`src/rtl/mmio_wr_demux_pkg.sv`:
```
// Shared definitions for the MMIO write demux: FSM encodings, default region map, port indices.
package mmio_wr_demux_pkg;

    localparam logic [31:0] DEF_BASE    = 32'h1000_0000;
    localparam int          DEF_RGN_LSB = 12;

    localparam int PORT_RAM  = 0;
    localparam int PORT_LED  = 1;
    localparam int PORT_UART = 2;
    localparam int PORT_TMR  = 3;

    typedef enum logic [1:0] {
        ST_IDLE = 2'd0,
        ST_BUSY = 2'd1,
        ST_ERR  = 2'd2
    } state_e;

endpackage

```
`src/rtl/mmio_wr_demux_if.sv`:
```
// CPU-side write request plus per-target valid/ready and shared write buses.
interface mmio_wr_demux_if #(
    parameter int WIDTH  = 32,
    parameter int ADDR_W = 32,
    parameter int NPORT  = 4
);
    logic                  in_valid;
    logic                  in_ready;
    logic [ADDR_W-1:0]     in_addr;
    logic [WIDTH-1:0]      in_data;
    logic [WIDTH/8-1:0]    in_be;
    logic [NPORT-1:0]      out_valid;
    logic [NPORT-1:0]      out_ready;
    logic [ADDR_W-1:0]     out_addr;
    logic [WIDTH-1:0]      out_data;
    logic [WIDTH/8-1:0]    out_be;
    logic                  err;

    // slave: the demux itself; master: the CPU store path plus the targets
    modport slave (
        input  in_valid, in_addr, in_data, in_be, out_ready,
        output in_ready, out_valid, out_addr, out_data, out_be, err
    );
    modport master (
        output in_valid, in_addr, in_data, in_be, out_ready,
        input  in_ready, out_valid, out_addr, out_data, out_be, err
    );
endinterface

```
`src/rtl/mmio_addr_decode.sv`:
```
// Combinational region decode: only the address bits at and above the region field are needed.
module mmio_addr_decode #(
    parameter int              ADDR_W  = 32,
    parameter int              NPORT   = 4,
    parameter int              RGN_LSB = 12,
    parameter logic [ADDR_W-1:0] BASE  = 32'h1000_0000
) (
    input  logic [ADDR_W-RGN_LSB-1:0] addr_hi,
    output logic [$clog2(NPORT)-1:0]  sel,
    output logic                      mapped
);
    localparam int SELW = $clog2(NPORT);

    assign sel    = addr_hi[SELW-1:0];
    assign mapped = (addr_hi[ADDR_W-RGN_LSB-1:SELW] == BASE[ADDR_W-1:RGN_LSB+SELW]);
endmodule

```
`src/rtl/mmio_wr_demux.sv`:
```
// Routes one CPU write to one of NPORT targets by address region; unmapped writes pulse err.
// Optional MMIO_WR_DEMUX_CNT_EN adds per-port handshake counters and an unmapped-write counter.
module mmio_wr_demux
    import mmio_wr_demux_pkg::*;
#(
    parameter int              WIDTH   = 32,
    parameter int              ADDR_W  = 32,
    parameter int              NPORT   = 4,
    parameter int              RGN_LSB = DEF_RGN_LSB,
    parameter logic [ADDR_W-1:0] BASE  = DEF_BASE
) (
    input  logic                 clk,
    input  logic                 rst,
`ifdef MMIO_WR_DEMUX_CNT_EN
    output logic [NPORT*16-1:0]  cnt_wr,
    output logic [15:0]          cnt_err,
`endif
    mmio_wr_demux_if.slave       bus
);
    localparam int SELW = $clog2(NPORT);
    localparam int BEW  = WIDTH / 8;

    state_e            state, state_d;
    logic [SELW-1:0]   sel, sel_q;
    logic              mapped, rdy, accept, hs, load;
    logic [NPORT-1:0]  ov_q;
    logic [ADDR_W-1:0] addr_q;
    logic [WIDTH-1:0]  data_q;
    logic [BEW-1:0]    be_q;

    mmio_addr_decode #(
        .ADDR_W (ADDR_W),
        .NPORT  (NPORT),
        .RGN_LSB(RGN_LSB),
        .BASE   (BASE)
    ) u_dec (
        .addr_hi(bus.in_addr[ADDR_W-1:RGN_LSB]),
        .sel    (sel),
        .mapped (mapped)
    );

    // In BUSY, in_ready follows the selected target so a draining slot can refill the same cycle.
    always_comb begin
        state_d = state;
        load    = 1'b0;
        rdy     = 1'b0;
        case (state)
            ST_IDLE: rdy = 1'b1;
            ST_BUSY: rdy = bus.out_ready[sel_q];
            default: rdy = 1'b0;
        endcase
        accept = bus.in_valid & rdy;
        hs     = (state == ST_BUSY) & bus.out_ready[sel_q];
        if (state == ST_ERR) begin
            state_d = ST_IDLE;
        end else if (accept) begin
            if (mapped) begin
                load    = 1'b1;
                state_d = ST_BUSY;
            end else begin
                state_d = ST_ERR;
            end
        end else if (hs) begin
            state_d = ST_IDLE;
        end
    end

    always_ff @(posedge clk) begin
        if (rst) begin
            state  <= ST_IDLE;
            ov_q   <= '0;
            sel_q  <= '0;
            addr_q <= '0;
            data_q <= '0;
            be_q   <= '0;
        end else begin
            state <= state_d;
            if (load) begin
                sel_q  <= sel;
                ov_q   <= NPORT'(1) << sel;
                addr_q <= bus.in_addr;
                data_q <= bus.in_data;
                be_q   <= bus.in_be;
            end else if (state_d != ST_BUSY) begin
                ov_q <= '0;
            end
        end
    end

    assign bus.in_ready  = rdy;
    assign bus.out_valid = ov_q;
    assign bus.out_addr  = addr_q;
    assign bus.out_data  = data_q;
    assign bus.out_be    = be_q;
    assign bus.err       = (state == ST_ERR);

`ifdef MMIO_WR_DEMUX_CNT_EN
    logic [NPORT-1:0][15:0] cnt_q;
    logic [15:0]            cnt_err_q;

    always_ff @(posedge clk) begin
        if (rst) begin
            cnt_q     <= '0;
            cnt_err_q <= '0;
        end else begin
            for (int p = 0; p < NPORT; p++)
                if (hs && sel_q == SELW'(p))
                    cnt_q[p] <= cnt_q[p] + 16'd1;
            if (state == ST_ERR && cnt_err_q != 16'hFFFF)
                cnt_err_q <= cnt_err_q + 16'd1;
        end
    end

    assign cnt_wr  = cnt_q;
    assign cnt_err = cnt_err_q;
`endif

endmodule

```
`src/flat_wrapper.sv`:
```
// flat-port wrapper written by rule: the top's interface ports become plain ports
module mmio_wr_demux_flat import mmio_wr_demux_pkg::*;
#(
    parameter int              WIDTH   = 32,
    parameter int              ADDR_W  = 32,
    parameter int              NPORT   = 4,
    parameter int              RGN_LSB = DEF_RGN_LSB,
    parameter logic [ADDR_W-1:0] BASE  = DEF_BASE
)
  (clk, rst, bus_in_valid, bus_in_addr, bus_in_data, bus_in_be, bus_out_ready, bus_in_ready, bus_out_valid, bus_out_addr, bus_out_data, bus_out_be, bus_err);
  mmio_wr_demux_if #(.WIDTH(WIDTH), .ADDR_W(ADDR_W), .NPORT(NPORT)) bus_i ();
  input  logic clk;
  input  logic rst;
  input wire logic [$bits(bus_i.in_valid)-1:0] bus_in_valid;
  input wire logic [$bits(bus_i.in_addr)-1:0] bus_in_addr;
  input wire logic [$bits(bus_i.in_data)-1:0] bus_in_data;
  input wire logic [$bits(bus_i.in_be)-1:0] bus_in_be;
  input wire logic [$bits(bus_i.out_ready)-1:0] bus_out_ready;
  output wire logic [$bits(bus_i.in_ready)-1:0] bus_in_ready;
  output wire logic [$bits(bus_i.out_valid)-1:0] bus_out_valid;
  output wire logic [$bits(bus_i.out_addr)-1:0] bus_out_addr;
  output wire logic [$bits(bus_i.out_data)-1:0] bus_out_data;
  output wire logic [$bits(bus_i.out_be)-1:0] bus_out_be;
  output wire logic [$bits(bus_i.err)-1:0] bus_err;
  assign bus_i.in_valid = bus_in_valid;
  assign bus_i.in_addr = bus_in_addr;
  assign bus_i.in_data = bus_in_data;
  assign bus_i.in_be = bus_in_be;
  assign bus_i.out_ready = bus_out_ready;
  assign bus_in_ready = bus_i.in_ready;
  assign bus_out_valid = bus_i.out_valid;
  assign bus_out_addr = bus_i.out_addr;
  assign bus_out_data = bus_i.out_data;
  assign bus_out_be = bus_i.out_be;
  assign bus_err = bus_i.err;
  mmio_wr_demux #(.WIDTH(WIDTH), .ADDR_W(ADDR_W), .NPORT(NPORT), .RGN_LSB(RGN_LSB), .BASE(BASE)) u_core (.clk(clk), .rst(rst), .bus(bus_i));
endmodule
```
`config.mk`:
```
export PLATFORM = sky130hd
export DESIGN_NAME = mmio_wr_demux_flat
export DESIGN_NICKNAME = d
export VERILOG_FILES = /design/src/rtl/mmio_wr_demux_pkg.sv /design/src/rtl/mmio_wr_demux_if.sv /design/src/rtl/mmio_addr_decode.sv /design/src/rtl/mmio_wr_demux.sv /design/src/flat_wrapper.sv
export SDC_FILE = /design/constraint.sdc
export NUM_CORES = 1
export LEC_CHECK = 0
export CAP_MARGIN = 20
export CORE_ASPECT_RATIO = 0.6
export CORE_MARGIN = 5
export CORE_UTILIZATION = 41
export CTS_CLUSTER_DIAMETER = 80
export CTS_CLUSTER_SIZE = 16
export DETAILED_ROUTE_END_ITERATION = 10
export GPL_ROUTABILITY_DRIVEN = 0
export PLACE_DENSITY = 0.81
export SYNTH_ARGS = -nofsm -noshare
export SYNTH_HDL_FRONTEND = slang
export SYNTH_SLANG_ARGS = --single-unit
```
`constraint.sdc`:
```
create_clock -name clk -period 1.8 [get_ports clk]
set_input_delay 0.18 -clock clk [delete_from_list [all_inputs] [get_ports clk]]
set_output_delay 0.18 -clock clk [all_outputs]
set_load 0.01 [all_outputs]
```
==> run metrics <==
outcome complete, no violations; leading area contributor after synthesis dfxtp_1; Chip Height 77.8 um; post-synthesis instance total 294; H-tree levels 3; setup ws final 0.0779 ns; post-layout min period 1.72 ns; R2R Path Start u_core.bus.out_addr[12]$_SDFFE_PP0P_; synth cell count leaders nand2b_1 (100), dfxtp_1 (74), mux2i_1 (53), nor3b_1 (17), clkbuf_1 (13); CP required 2.04 ns; Yosys reg bits 74; count leader, synth nand2b_1; HP Class input pin to flip-flop; crit path kind input pin to flip-flop; max-slew violations 0; Max Cap Violations 0; Pleak 1.75 nW; Syn Area/Cell 10.7 sq um; Period Utilization, post-route 95.7%; CTS Hold Bufs 0; num ports 149; xor-xnor portion of the synthesized cell area 0%; starting density of the core 42.7%; CP Max Fanout 18; Non-Filler Instances 555; IO buf count 148; synthesized cell area 3140 sq um; final WL 8.54 mm; top cell type's share of synthesized area 47.2%; FF-to-FF path depth 6; Post-DP HPWL 6.03 mm; Most used DFF post-synth dfxtp_1; largest family of logic cells by synthesized area simple AND/OR/NAND/NOR gates; pwr/cell area 731 nW/um^2; Yosys warning count 0; crit path to u_core.bus.out_addr[11]$_SDFFE_PP0P_; asr flop ratio synth 0%; Die Wd 123 um; share of cells above drive strength 1 8.87%; Final Setup Violations 0; largest net degree at the start of global routing 56; R2R Path End u_core.bus.out_addr[11]$_SDFFE_PP0P_; crit start category input pin; grt ovf 0; fmax 581 MHz; CP startpoint bus_in_addr[24]; final-stage net count 521; crit path capture type flip-flop; Core Rows 24; Worst slew margin 65.8%; setup slack, reg-to-reg 0.10 ns; Routed Antenna Nets 0; # fillers 575; top cells by area, synth dfxtp_1 (47%), nand2b_1 (20%), mux2i_1 (17%); Num CTS Buffers 9; pre-CTS setup slack -0.390 ns; initial antenna violation count 0; Clock Latency Late Sink 0.32 ns; gr usage total 17.5%; Syn-to-layout area delta 62.9%; vias in the first global route 2,638; worst slew pin tran 0.513 ns; Synth Area in Compound Gates 2.71%; Simple-Gate Fraction of Synth Area 27.1%; Routed WL per cell 15.4 um; mux contribution to synthesized area 16.9%; global-route wire length before repair 13.4 mm; placed inst area 4670 sq um; Hold Violations, Final 0; sequential area share after synthesis 47.2%; Clock Pin Slew Worst Setup and Hold Paths 0.05 ns; antenna cells 0; Post-Route Skew 0.00337 ns; adder-cell share of the synthesized area 0%; Post-synth EDFFs 0; Synthesized Nets 369; Distinct cells, synth 24; final instance area 5120 sq um; Post-Place Cells 532; CTS tree yes; Die ar. 9570 sq um; WP data arrival 1.97 ns; register area 1480 sq um; core area 7360 sq um; root buffer cell clkbuf_16; VDD IR max 0.000526 V; post-DR vias/cell 4.61; Multi-input gate area 1510 sq um; clk sink count 74; initial DRC count 96; DR vias 2,558; DRC Markers 0; CTS max path bufs 2; TritonRoute pass-1 iters 4
layout make-up:
type,instances,share of cell area (%)
Timing Repair Buffer,162,32.9
Multi-Input combinational cell,196,29.4
Sequential cell,74,29.0
Clock buffer,12,5.01
Tap cell,104,2.54
Clock inverter,4,0.978
Inverter,3,0.220
routing by layer:
layer,vias to the layer above,GRT usage [%],routed length [um]
met4,0,5.41,126
met5,-,0,0
li1,1283,-,-
met2,77,28.3,3970
met1,1187,22.1,3860
met3,11,6.10,581
cells in the final DEF, fill, tap and decap left out:
cell             synthesis  final
nand2b_1               100    100
o21ba_2                  2      2
dfxtp_2                  0      2
o221a_4                  0      1
dfxtp_1                 74     72
clkbuf_1                13      1
buf_2                    0      1
or2b_1                   1      1
nor4_1                   4      3
clkinvlp_4               0      2
nor3b_1                 17     17
a211oi_1                 1      1
bufbuf_16                0      1
inv_1                    3      3
clkdlybuf4s15_1          0      1
nor4b_2                  0      2
nor3_4                   0      1
buf_4                    1      8
buf_16                   0      1
clkbuf_8                 0      2
nand3_2                  0      1
buf_12                   5      3
clkdlybuf4s50_1          0    146
a22o_1                   2      2
a32o_1                   2      2
or2_1                    1      1
nor2_1                   6      6
clkinv_2                 0      1
clkbuf_16                0     10
bufinv_16                0      1
o221ai_1                 1      1
nor4_2                   0      1
nand2_1                  1      1
mux2i_1                 53     53
metrics by stage:
stage                     hold WS (ns)  utilization (%)  power [mW]  setup TNS, ns
after detailed placement         0.464             63.5        1.97         -23.31
final                            0.418             69.6        3.74              0
after CTS                        0.408             68.4        3.78              0
after global routing             0.422             69.6        3.88        -0.0496
after global placement           0.450             63.5        1.96          -9.25
after floorplan                  0.334                -        1.78              0
how the worst min path moves through the flow:
stage                                                    start  cells after the start  slack, ns                              endpoint
after detailed placement   u_core.bus.out_addr[1]$_SDFFE_PP0P_                      2       0.46   u_core.bus.out_addr[1]$_SDFFE_PP0P_
after global placement    u_core.bus.out_valid[1]$_SDFFE_PP0P_                      1       0.45  u_core.bus.out_valid[1]$_SDFFE_PP0P_
final                                                      rst                      2       0.42            u_core.state[1]$_SDFF_PP0_
after CTS                                                  rst                      2       0.41  u_core.bus.out_addr[29]$_SDFFE_PP0P_
after global routing                            bus_in_addr[7]                      3       0.42   u_core.bus.out_addr[7]$_SDFFE_PP0P_
after floorplan                                bus_in_addr[12]                      1       0.33  u_core.bus.out_valid[1]$_SDFFE_PP0P_
kinds of logic (layout without fill, tap and decap cells):
group,count (synthesis),in the layout
AND/OR/NAND/NOR,134,134
flip-flops,74,74
multiplexers,53,53
buffers and inverters,24,181
AO/OA/AOI/OAI,9,9
critical path: stages:
cell	delay [ns]
clkdlybuf4s50_1	0.42
nor4_2	0.35
nand3_2	0.18
nor3_4	0.21
buf_4	0.21
buf_12	0.20
mux2i_1	0.20
state kept, by name, summed over array words and instances, names as in the netlist:
name / cells
u_core.bus.out_valid: 4
u_core.state: 2
u_core.bus.out_data: 32
u_core.bus.out_addr: 32
u_core.bus.out_be: 4
power by group:
part | internal [mW] | switching [mW]
logic | 0.208 | 0.0884
registers | 1.64 | 0.00330
clock network | 1.15 | 0.654
total | 2.99 | 0.746
what timing repair did:
item | in CTS | in global routing
buffers inserted | 3 | 2
pin swaps | 1 | 3
gates resized for setup | 1 | 9
gates cloned | 1 | 1
setup endpoints to repair | 34 | 73
Power figures use the tool's default switching activity.
